[src/rtl/alu32_arbiter.sv]
// Grants one of two requesters to the shared 32-bit ALU, registers its operands, captures the result and returns it.
// Macro ALU_ARB_RR_EN selects round-robin tie-breaking; when undefined requester 0 has fixed priority.
module alu32_arbiter #(
    parameter int DATA_W = 32
) (
    input  logic              clk,
    input  logic              rst,
    input  logic              req0_valid,
    output logic              req0_ready,
    input  logic [DATA_W-1:0] req0_a,
    input  logic [DATA_W-1:0] req0_b,
    input  logic [3:0]        req0_op,
    input  logic              req1_valid,
    output logic              req1_ready,
    input  logic [DATA_W-1:0] req1_a,
    input  logic [DATA_W-1:0] req1_b,
    input  logic [3:0]        req1_op,
    output logic [DATA_W-1:0] alu_a,
    output logic [DATA_W-1:0] alu_b,
    output logic [3:0]        alu_m,
    input  logic [DATA_W-1:0] alu_result,
    output logic              rsp0_valid,
    input  logic              rsp0_ready,
    output logic              rsp1_valid,
    input  logic              rsp1_ready,
    output logic [DATA_W-1:0] rsp_data,
    output logic              rsp_err
);

    typedef enum logic [1:0] {
        IDLE = 2'd0,
        EXEC = 2'd1,
        RESP = 2'd2
    } state_t;

    state_t            state;
    state_t            state_nxt;
    logic              gnt0;
    logic              gnt1;
    logic              gid;
    logic              err_q;
    logic [DATA_W-1:0] sel_a;
    logic [DATA_W-1:0] sel_b;
    logic [3:0]        sel_op;
    logic              sel_legal;

`ifdef ALU_ARB_RR_EN
    logic              last_gnt;
`endif

    // NOTE: sequential state uses non-blocking assignments so every flop samples pre-edge values.
    always_ff @(posedge clk) begin
        if (rst) begin
            state <= IDLE;
        end else begin
            state <= state_nxt;
        end
    end

    always_comb begin
        // NOTE: every combinational output gets a default first, so no path can infer a latch.
        gnt0 = 1'b0;
        gnt1 = 1'b0;
        if (state == IDLE && !rst) begin
`ifdef ALU_ARB_RR_EN
            if (req0_valid && req1_valid) begin
                gnt0 = last_gnt;
                gnt1 = !last_gnt;
            end else begin
                gnt0 = req0_valid;
                gnt1 = req1_valid;
            end
`else
            gnt0 = req0_valid;
            gnt1 = req1_valid && !req0_valid;
`endif
        end
    end

    always_comb begin
        state_nxt = state;
        case (state)
            IDLE:    if (gnt0 || gnt1) state_nxt = EXEC;
            EXEC:    state_nxt = RESP;
            RESP:    if (gid ? rsp1_ready : rsp0_ready) state_nxt = IDLE;
            default: state_nxt = IDLE;
        endcase
    end

    // Only the winner sees ready during a grant; with nothing pending both stay open.
    always_comb begin
        req0_ready = (state == IDLE) && !rst && !gnt1;
        req1_ready = (state == IDLE) && !rst && !gnt0;
        rsp0_valid = (state == RESP) && !gid;
        rsp1_valid = (state == RESP) && gid;
    end

    always_comb begin
        sel_a     = gnt1 ? req1_a  : req0_a;
        sel_b     = gnt1 ? req1_b  : req0_b;
        sel_op    = gnt1 ? req1_op : req0_op;
        sel_legal = !sel_op[3] || (sel_op == 4'b1110);
    end

    // NOTE: every register here is visible at a port or steers the FSM, so all of them are reset.
    always_ff @(posedge clk) begin
        if (rst) begin
            alu_a    <= '0;
            alu_b    <= '0;
            alu_m    <= 4'b0000;
            gid      <= 1'b0;
            err_q    <= 1'b0;
            rsp_data <= '0;
            rsp_err  <= 1'b0;
`ifdef ALU_ARB_RR_EN
            last_gnt <= 1'b1;
`endif
        end else begin
            if (gnt0 || gnt1) begin
                alu_a    <= sel_a;
                alu_b    <= sel_b;
                alu_m    <= sel_legal ? sel_op : 4'b0000;
                err_q    <= !sel_legal;
                gid      <= gnt1;
`ifdef ALU_ARB_RR_EN
                last_gnt <= gnt1;
`endif
            end
            if (state == EXEC) begin
                rsp_data <= err_q ? '0 : alu_result;
                rsp_err  <= err_q;
            end
        end
    end

endmodule

[config.mk]
export PLATFORM = sky130hd
export DESIGN_NAME = alu32_arbiter
export DESIGN_NICKNAME = d
export VERILOG_FILES = /design/src/rtl/alu32_arbiter.sv
export SDC_FILE = /design/constraint.sdc
export NUM_CORES = 1
export LEC_CHECK = 0
export CAP_MARGIN = 20
export CORE_MARGIN = 2
export CORE_UTILIZATION = 40
export DETAILED_ROUTE_END_ITERATION = 10
export GPL_ROUTABILITY_DRIVEN = 0
export PLACE_DENSITY = 0.86
export REMOVE_ABC_BUFFERS = 1
export SLEW_MARGIN = 15
export SYNTH_ARGS = -nofsm -noshare
export SYNTH_HDL_FRONTEND = slang
export SYNTH_SLANG_ARGS = --single-unit
[constraint.sdc]
create_clock -name clk -period 2.05 [get_ports clk]
set_input_delay 0.3075 -clock clk [delete_from_list [all_inputs] [get_ports clk]]
set_output_delay 0.3075 -clock clk [all_outputs]
set_load 0.1 [all_outputs]
==> impl_summary.log, run 1 <==
[metrics] detailed-router iteration count before antenna repair: 6
[metrics] worst-case reg-to-reg path depth: 4
[metrics] static leakage: 3.37 nW
[metrics] Worst-Skew Late Latency: 0.34 ns
[metrics] worst-case vdd ir drop: 0.520 mV
[metrics] residual DRC count: 0
[metrics] outcome: completed
[metrics] antenna violations before repair: 1
[metrics] share of flip-flops with an asynchronous set or reset after synthesis: 0%
[metrics] total non-filler cell area in the finished layout: 7560 µm²
[metrics] half-perimeter wire length after detailed placement: 10500 µm
[metrics] number of nets in the finished design: 912
[metrics] number of distinct standard cells referenced by the synthesized netlist: 30
[metrics] post-synthesis compound-gate area fraction: 13.0%
[metrics] highest clock frequency the design can meet: 524 MHz
[metrics] number of register bits inferred by synthesis: 105
[metrics] die outline height: 111 µm
[metrics] I/O pin cnt: 279
[metrics] number of global-route vias before repair: 4532
[metrics] XOR/XNOR Fraction of Synth Area: 0%
[metrics] Relative slew margins: 40.4%
[metrics] simple-gate share of the synthesized area: 21.7%
[metrics] crit path time final: 1.91 ns
[metrics] clk slew on worst S/H paths: 0.07 ns
[metrics] Setup Slack @ Placement: 0.0771 ns
[metrics] area of the die: 12300 µm²
[metrics] hold-fix buffers at CTS: 0
[metrics] Final Hold Violating Endpoints: 0
[metrics] proportion of synthesized chip area in sequential cells: 45.9%
[metrics] drt wl/cell: 15.9 µm
[metrics] Congestion Overflow GR: 0
[metrics] Worst Setup Start Kind: primary input
[metrics] number of max-cap violations: 0
[metrics] deepest clock path buffer count: 2
[metrics] worst clock skew on the final layout: 0.00494 ns
[metrics] number of flops mapped to enable cells by yosys: 0
[metrics] largest family of logic cells by synthesized area: simple AND/OR/NAND/NOR gates
[metrics] worst-path fanout max: 8
[metrics] area growth from synthesis to layout: 65.0%
[metrics] dpl cell area: 7260 µm²
[metrics] aggregate global-route resource usage: 22.6%
[metrics] worst hold slack: 0.256 ns
[metrics] post_cts resized: 0
[metrics] multi-input gate area in the final layout: 2260 µm²
[metrics] worst setup path category: in -> out
[metrics] library cell with the largest summed area after synthesis: sky130_fd_sc_hd__dfxtp_1
[metrics] number of instances in the synthesized netlist: 484
[metrics] final setup violating endpoints: 0
[metrics] post-CTS setup buffers: 0
[metrics] number of nets still failing antenna checks after routing: 0
[metrics] drt first-iter violations: 286
[metrics] primary flip-flop cell chosen by synthesis mapping: sky130_fd_sc_hd__dfxtp_1
[metrics] Initial Utilization: 40.5%
[metrics] synthesized cell area: 4580 µm²
[metrics] number of synthesis warnings: 0
[metrics] worst setup slack after layout: 0.141 ns
[metrics] cell at the root of the clock tree: sky130_fd_sc_hd__clkbuf_16
[metrics] count of pins over their slew limit: 0
[metrics] slew of the pin with the lowest slew margin: 0.894 ns
[metrics] Tightest Hold Check Type: in -> reg
[metrics] wire length of the first global-routing pass: 22600 µm
[metrics] crit path capture type: output pin
[metrics] Die Wd: 111 µm
[metrics] overall routed net length: 14100 µm
[metrics] share of layout cells above drive strength 1: 18.2%
[metrics] most frequent standard cell in the layout excluding fill and tap cells: sky130_fd_sc_hd__clkdlybuf4s50_1
[metrics] Hold Path Cell Cnt: 2
[metrics] clock sink total: 105
[metrics] Core Footprint: 11300 µm²
[metrics] synthesized area per cell: 9.47 µm²
[metrics] largest net degree at the start of global routing: 102
[metrics] leading cell types in the layout, fill and taps excluded: sky130_fd_sc_hd__clkdlybuf4s50_1 (172), sky130_fd_sc_hd__dfxtp_1 (105), sky130_fd_sc_hd__buf_4 (105), sky130_fd_sc_hd__nand3b_1 (69), sky130_fd_sc_hd__mux2i_1 (65)
[metrics] Rows: 39
[metrics] leading cell types by total area after synthesis: sky130_fd_sc_hd__dfxtp_1 (46%), sky130_fd_sc_hd__mux2i_1 (14%), sky130_fd_sc_hd__nand3b_1 (11%), sky130_fd_sc_hd__nor3b_1 (5.6%), sky130_fd_sc_hd__o21ai_0 (4.7%)
[metrics] setup repair after global routing missed its margin: no
[metrics] mux share of post-synthesis cell area: 14.2%
[metrics] crit path DAT: 1.60 ns
[metrics] Vias per Instance: 5.16
[metrics] buffers added on ports: 278
[metrics] FF/Latch Area: 2100 µm²
[metrics] total clock buffers created by CTS: 9
[metrics] CTS H-Tree Depth: 3
[metrics] final clock period utilization by the worst path: 93.1%
[metrics] power density cells: 891 nW/µm²
[metrics] number of vias in the routed layout: 4578
[metrics] fraction of post-synthesis cell area in the top cell type by area: 45.9%
[metrics] adder and majority gate portion of the synthesized area: 0%
[metrics] TritonCTS clock tree: yes
[metrics] required time at the endpoint of the critical path: 1.74 ns
[metrics] number of fillers in the final layout: 864
-- kinds of logic (layout without fill, tap and decap cells) --
group,Yosys count,count (layout)
flops,105,105
compound gates,113,113
buf+inv,49,308
mux,65,65
other cells,0,1
simple gates,152,152
-- critical path, cell delays in order --
cell	delay [ns]
sky130_fd_sc_hd__clkdlybuf4s50_1	0.53
sky130_fd_sc_hd__nor2b_1	0.31
sky130_fd_sc_hd__buf_4	0.21
sky130_fd_sc_hd__nor2_1	0.08
sky130_fd_sc_hd__buf_12	0.16
-- path summary, 6_finish.rpt --
check / start / endpoint / slack (ns)
hold reg to reg: alu_b[0] / alu_b[0] / 0.48
setup / recovery: req1_valid / req0_ready / 0.14
hold / removal: rst / state[1] / 0.26
setup reg to reg: state[0] / err_q / 0.41
-- metal layers --
metal	GRT usage [%]	vias to the layer above	wire, µm	part of all wire [%]
li1	-	2232	-	-
met1	24.9	2109	5480	39
met2	40.5	210	7020	50
met3	6.45	27	1160	8.2
met4	9.79	0	402	2.9
met5	0	-	0	0
-- area by class of cell --
type	instances	share of cell area, %
timing repair buffer	287	35.6
antenna	1	0.0331
sequential	105	27.8
clock buffer	9	2.98
clock inverter	7	1.06
multi-input combinational	330	29.9
inverter	5	0.248
tap	143	2.37
-- cell usage after synthesis, drive strengths merged (2+ instances only) --
master and count:
a31oi 2, o21ai 69, nand2b 2, mux2i 65
nand2 3, buf 18, nor3 2, clkbuf 26
nor3b 34, inv 5, dfxtp 105, a21oi 35
nor2b 2, nor2 36, nand3b 69
-- power breakdown --
part | internal, mW | switching (mW)
combinational | 0.769 | 1.88
clock | 0.958 | 0.778
sequential | 2.24 | 0.116
-- stage by stage --
stage               total power, mW  instances  TNS (ns)  utilization, %
floorplan                      4.21        440    -87.18               -
global placement               5.01        870         0            64.1
detailed placement             5.05        870         0            64.1
CTS                            6.79        886         0            66.8
global route                   6.99        887         0            66.8
finish                         6.74        887         0            66.8
-- sequential cells by signal, summed over array words and instances, names as in the netlist --
| name | count |
|---|---|
| state | 2 |
| alu_a | 32 |
| err_q | 1 |
| alu_b | 32 |
| rsp_err | 1 |
| gid | 1 |
| alu_m | 4 |
| rsp_data | 32 |
(Power assumes the default switching activity.)
==> inputs of run 2 (changes only) <==
Settings changed: GPL_ROUTABILITY_DRIVEN 0 to not set.
Clock period 2.05 ns to 2.2 ns, I/O delays scaled along.
==> impl_summary.log, run 2 (synthesis gave the netlist of run 1 again) <==
[metrics] worst hold slack: 0.275 ns
[metrics] Worst Setup Start Kind: primary input
[metrics] drt first-iter violations: 290
[metrics] static leakage: 3.36 nW
[metrics] largest registers: alu_a x32, alu_b x32, rsp_data x32
[metrics] Worst-Skew Late Latency: 0.34 ns
[metrics] die outline height: 111 µm
[metrics] final clock period utilization by the worst path: 85.9%
[metrics] aggregate global-route resource usage: 22.4%
[metrics] post_cts resized: 0
[metrics] detailed-router iteration count before antenna repair: 4
[metrics] outcome: completed
[metrics] area of the die: 12300 µm²
[metrics] area growth from synthesis to layout: 63.8%
[metrics] Initial Utilization: 40.5%
[metrics] stage delay of the slowest cell on the critical path: 0.52 ns
[metrics] required time at the endpoint of the critical path: 1.87 ns
[metrics] post-placement cell count: 870
[metrics] Critical Path Slowest Stage Cell: sky130_fd_sc_hd__clkdlybuf4s50_1
[metrics] buffers added on ports: 278
[metrics] Die Wd: 111 µm
[metrics] crit-path cells: clkdlybuf4s50_1 -> nor2b_1 -> nor2_1 -> buf_12
[metrics] crit path capture type: output pin
[metrics] Rows: 39
[metrics] crit path DAT: 1.56 ns
[metrics] share of layout cells above drive strength 1: 18.2%
[metrics] worst-case vdd ir drop: 0.392 mV
[metrics] total clock buffers created by CTS: 9
[metrics] wire length of the first global-routing pass: 22500 µm
[metrics] worst clock skew on the final layout: 0.0111 ns
[metrics] I/O pin cnt: 279
[metrics] number of nets still failing antenna checks after routing: 0
[metrics] weighted congestion reported at the end of routability-driven placement: 0.880
[metrics] half-perimeter wire length after detailed placement: 10600 µm
[metrics] slew of the pin with the lowest slew margin: 0.855 ns
[metrics] power density cells: 826 nW/µm²
[metrics] hold-fix buffers at CTS: 0
[metrics] worst-path fanout max: 3
[metrics] TritonCTS clock tree: yes
[metrics] clk slew on worst S/H paths: 0.06 ns
[metrics] residual DRC count: 0
[metrics] Relative slew margins: 43.0%
[metrics] worst setup path category: in -> out
[metrics] Tightest Hold Check Type: in -> reg
[metrics] utilization after layout: 66.3%
[metrics] number of max-cap violations: 0
[metrics] number of vias in the routed layout: 4622
[metrics] Setup Slack @ Placement: 0.144 ns
[metrics] setup repair after global routing missed its margin: no
[metrics] number of nets in the finished design: 912
[metrics] antenna violations before repair: 0
[metrics] overall routed net length: 14300 µm
[metrics] crit path time final: 1.89 ns
[metrics] drt wl/cell: 16.1 µm
[metrics] largest net degree at the start of global routing: 102
[metrics] deepest clock path buffer count: 2
[metrics] Core Footprint: 11300 µm²
[metrics] count of pins over their slew limit: 0
[metrics] most frequent standard cell in the layout excluding fill and tap cells: sky130_fd_sc_hd__clkdlybuf4s50_1
[metrics] cell at the root of the clock tree: sky130_fd_sc_hd__clkbuf_16
[metrics] worst setup slack after layout: 0.311 ns
[metrics] CTS H-Tree Depth: 3
[metrics] Congestion Overflow GR: 0
[metrics] number of diodes: 0
[metrics] non-filler instance count after layout: 886
[metrics] highest clock frequency the design can meet: 529 MHz
[metrics] post-CTS setup buffers: 0
[metrics] Final Hold Violating Endpoints: 0
[metrics] number of global-route vias before repair: 4561
[metrics] Vias per Instance: 5.22
[metrics] clock sink total: 105
[metrics] leading cell types in the layout, fill and taps excluded: sky130_fd_sc_hd__clkdlybuf4s50_1 (172), sky130_fd_sc_hd__buf_4 (108), sky130_fd_sc_hd__dfxtp_1 (105), sky130_fd_sc_hd__nand3b_1 (69), sky130_fd_sc_hd__mux2i_1 (65)
[metrics] final setup violating endpoints: 0
==> run 2: metal layers <==
metal / part of all wire (%) / GRT usage [%] / wire length [µm] / vias to the layer above
met5: 0 / 0 / 0 / -
met4: 3.8 / 10.6 / 538 / 0
met3: 8.4 / 6.72 / 1200 / 41
met2: 50 / 40.0 / 7080 / 216
met1: 38 / 24.2 / 5440 / 2135
li1: - / - / - / 2230
==> run 2: worst paths after layout <==
path / slack [ns] / startpoint / depth (start not counted) / endpoint
setup reg to reg: 0.56 / state[0] / 5 / alu_b[29]
hold / removal: 0.28 / rst / 2 / state[1]
setup / recovery: 0.31 / req1_valid / 4 / req0_ready
hold reg to reg: 0.48 / alu_a[27] / 2 / alu_a[27]
==> run 2: power by group <==
group          internal (mW)  switching (mW)
sequential              2.09           0.108
combinational          0.711            1.75
clock                  0.836           0.710
==> run 2: critical path, delay by kind of cell <==
family | cells | cell delay, ns
AND/OR/NAND/NOR | 2 | 0.51
buffers and inverters | 2 | 0.71
==> run 2: area by class of cell <==
type	count	area, µm²
Clock buffer	11	253
Clock inverter	5	37.5
Fill cell	915	3810
Inverter	5	18.8
Multi-Input combinational cell	330	2260
Sequential cell	105	2100
Tap cell	143	179
Timing Repair Buffer	287	2660
==> run 2: stage by stage <==
| stage | setup TNS (ns) | total power [mW] | instance area [µm²] |
|---|---|---|---|
| 2_1_floorplan | -75.34 | 3.92 | 4360 |
| 3_3_place_gp | 0 | 4.66 | 7220 |
| 3_5_place_dp | 0 | 4.70 | 7220 |
| 4_1_cts | 0 | 6.25 | 7510 |
| 5_1_grt | 0 | 6.42 | 7510 |
| 6_report | 0 | 6.20 | 7510 |
==> inputs of run 3 (changes only) <==
==> constraint.sdc (replaced) <==
create_clock -name clk -period 2.2 [get_ports clk]
set_input_delay 0.22 -clock clk [delete_from_list [all_inputs] [get_ports clk]]
set_output_delay 0.22 -clock clk [all_outputs]
set_load 0.1 [all_outputs]
==> impl_summary.log, run 3 (synthesis gave the netlist of run 1 again) <==
[metrics] worst-case vdd ir drop: 0.481 mV
[metrics] Worst R2R End: alu_a[11]
[metrics] number of global-route vias before repair: 4445
[metrics] end point of the critical path: req0_ready
[metrics] highest clock frequency the design can meet: 562 MHz
[metrics] I/O pin cnt: 279
[metrics] count of pins over their slew limit: 0
[metrics] Tightest Hold Check Type: in -> reg
[metrics] worst clock skew on the final layout: 0.00570 ns
[metrics] crit path time final: 1.78 ns
[metrics] area of the die: 12300 µm²
[metrics] most frequent standard cell in the layout excluding fill and tap cells: sky130_fd_sc_hd__clkdlybuf4s50_1
[metrics] Die Wd: 111 µm
[metrics] drt wl/cell: 16.2 µm
[metrics] share of layout cells above drive strength 1: 18.2%
[metrics] required time at the endpoint of the critical path: 1.98 ns
[metrics] non-filler instance count after layout: 886
[metrics] deepest clock path buffer count: 2
[metrics] total clock buffers created by CTS: 9
[metrics] weighted congestion reported at the end of routability-driven placement: 0.873
[metrics] number of nets still failing antenna checks after routing: 0
[metrics] worst setup path start: req1_valid
[metrics] crit path capture type: output pin
[metrics] Rows: 39
[metrics] hold-fix buffers at CTS: 0
[metrics] Congestion Overflow GR: 0
[metrics] residual DRC count: 0
[metrics] leading cell types in the layout, fill and taps excluded: sky130_fd_sc_hd__clkdlybuf4s50_1 (172), sky130_fd_sc_hd__buf_4 (108), sky130_fd_sc_hd__dfxtp_1 (105), sky130_fd_sc_hd__nand3b_1 (69), sky130_fd_sc_hd__mux2i_1 (65)
[metrics] Initial Utilization: 40.5%
[metrics] power density cells: 818 nW/µm²
[metrics] number of vias in the routed layout: 4558
[metrics] Core Footprint: 11300 µm²
[metrics] Worst Setup Start Kind: primary input
[metrics] Vias per Instance: 5.14
[metrics] wire length of the first global-routing pass: 22100 µm
[metrics] largest net degree at the start of global routing: 103
[metrics] setup repair after global routing missed its margin: no
[metrics] crit-path cells: clkdlybuf4s50_1 -> nor2b_1 -> nor2_1 -> buf_12
[metrics] cell at the root of the clock tree: sky130_fd_sc_hd__clkbuf_16
[metrics] post-CTS setup buffers: 0
[metrics] clock sink total: 105
[metrics] number of diodes: 0
[metrics] largest registers: alu_a x32, alu_b x32, rsp_data x32
[metrics] buffers added on ports: 278
[metrics] Critical Path Slowest Stage Cell: sky130_fd_sc_hd__clkdlybuf4s50_1
[metrics] crit path DAT: 1.56 ns
[metrics] overall routed net length: 14400 µm
[metrics] area growth from synthesis to layout: 63.4%
[metrics] stage delay of the slowest cell on the critical path: 0.52 ns
[metrics] sum of negative setup slack: 0 ns
[metrics] slack of the worst reg-to-reg path: 0.54 ns
[metrics] Worst-Skew Late Latency: 0.34 ns
[metrics] sum of internal, switching and leakage power: 6.13 mW
[metrics] aggregate global-route resource usage: 22.2%
[metrics] final setup violating endpoints: 0
[metrics] Final Hold Violating Endpoints: 0
[metrics] TritonCTS clock tree: yes
[metrics] Critical R2R Launch: state[0]
[metrics] half-perimeter wire length after detailed placement: 10700 µm
[metrics] post_cts resized: 0
[metrics] number of nets in the finished design: 912
[metrics] final clock period utilization by the worst path: 80.8%
[metrics] outcome: completed
[metrics] CTS H-Tree Depth: 3
[metrics] Relative slew margins: 40.6%
[metrics] post-placement cell count: 870
[metrics] worst-path fanout max: 6
[metrics] die outline height: 111 µm
[metrics] clk slew on worst S/H paths: 0.07 ns
[metrics] drt first-iter violations: 271
[metrics] static leakage: 3.36 nW
[metrics] worst-case reg-to-reg path depth: 5
[metrics] antenna violations before repair: 0
[metrics] detailed-router iteration count before antenna repair: 4
[metrics] slew of the pin with the lowest slew margin: 0.891 ns
[metrics] worst setup path category: in -> out
[metrics] number of max-cap violations: 0
-- run 3: changes by cell type in the layout (fill, tap and decap cells not counted) --
cell	delta
sky130_fd_sc_hd__clkbuf_8	-2
sky130_fd_sc_hd__clkinv_2	+3
sky130_fd_sc_hd__clkinv_4	+2
sky130_fd_sc_hd__clkinvlp_4	-2
sky130_fd_sc_hd__inv_6	-1
-- run 3: metal layers --
layer  wire, µm  vias up  share of wire [%]  GRT usage, %
met4        292        0                2.0          8.07
li1           -     2231                  -             -
met1       5690     2101                 40          24.8
met5          0        -                  0             0
met3       1150       18                8.0          5.85
met2       7230      208                 50          40.7
-- run 3: per-stage QoR --
step	hold slack [ns]	setup slack [ns]	util, %	instance area [µm²]
2_1_floorplan	0.289	-1.25	-	4360
4_1_cts	0.176	0.423	66.2	7490
5_1_grt	0.171	0.319	66.2	7490
3_3_place_gp	0.468	0.289	63.8	7220
6_report	0.190	0.422	66.2	7490
3_5_place_dp	0.472	0.163	63.8	7220
-- run 3: worst min-delay path by stage --
stage	start	end	slack [ns]	cells past startpoint
after floorplan	rst	state[1]	0.29	1
after global placement	alu_m[3]	alu_m[3]	0.47	2
after detailed placement	alu_b[0]	alu_b[0]	0.47	2
after CTS	rst	state[1]	0.18	2
after global routing	rst	state[1]	0.17	2
final	rst	state[1]	0.19	2
-- run 3: power breakdown --
part,switching (mW),internal [mW],total (mW)
logic,1.75,0.709,2.46
clock network,0.704,0.768,1.47
registers,0.110,2.09,2.20
total,2.57,3.56,6.13
-- run 3: final cells by class --
type                       count  area (µm²)
fill                         888        3830
timing repair buffer         287        2660
multi-input combinational    330        2260
sequential                   105        2100
clock buffer                   9         225
tap                          143         179
clock inverter                 7        46.3
inverter                       5        18.8
-- run 3: worst max-delay path, delay by kind of cell --
family / cells / cell delay [ns]
buffers and inverters: 2 / 0.72
AND/OR/NAND/NOR: 2 / 0.62
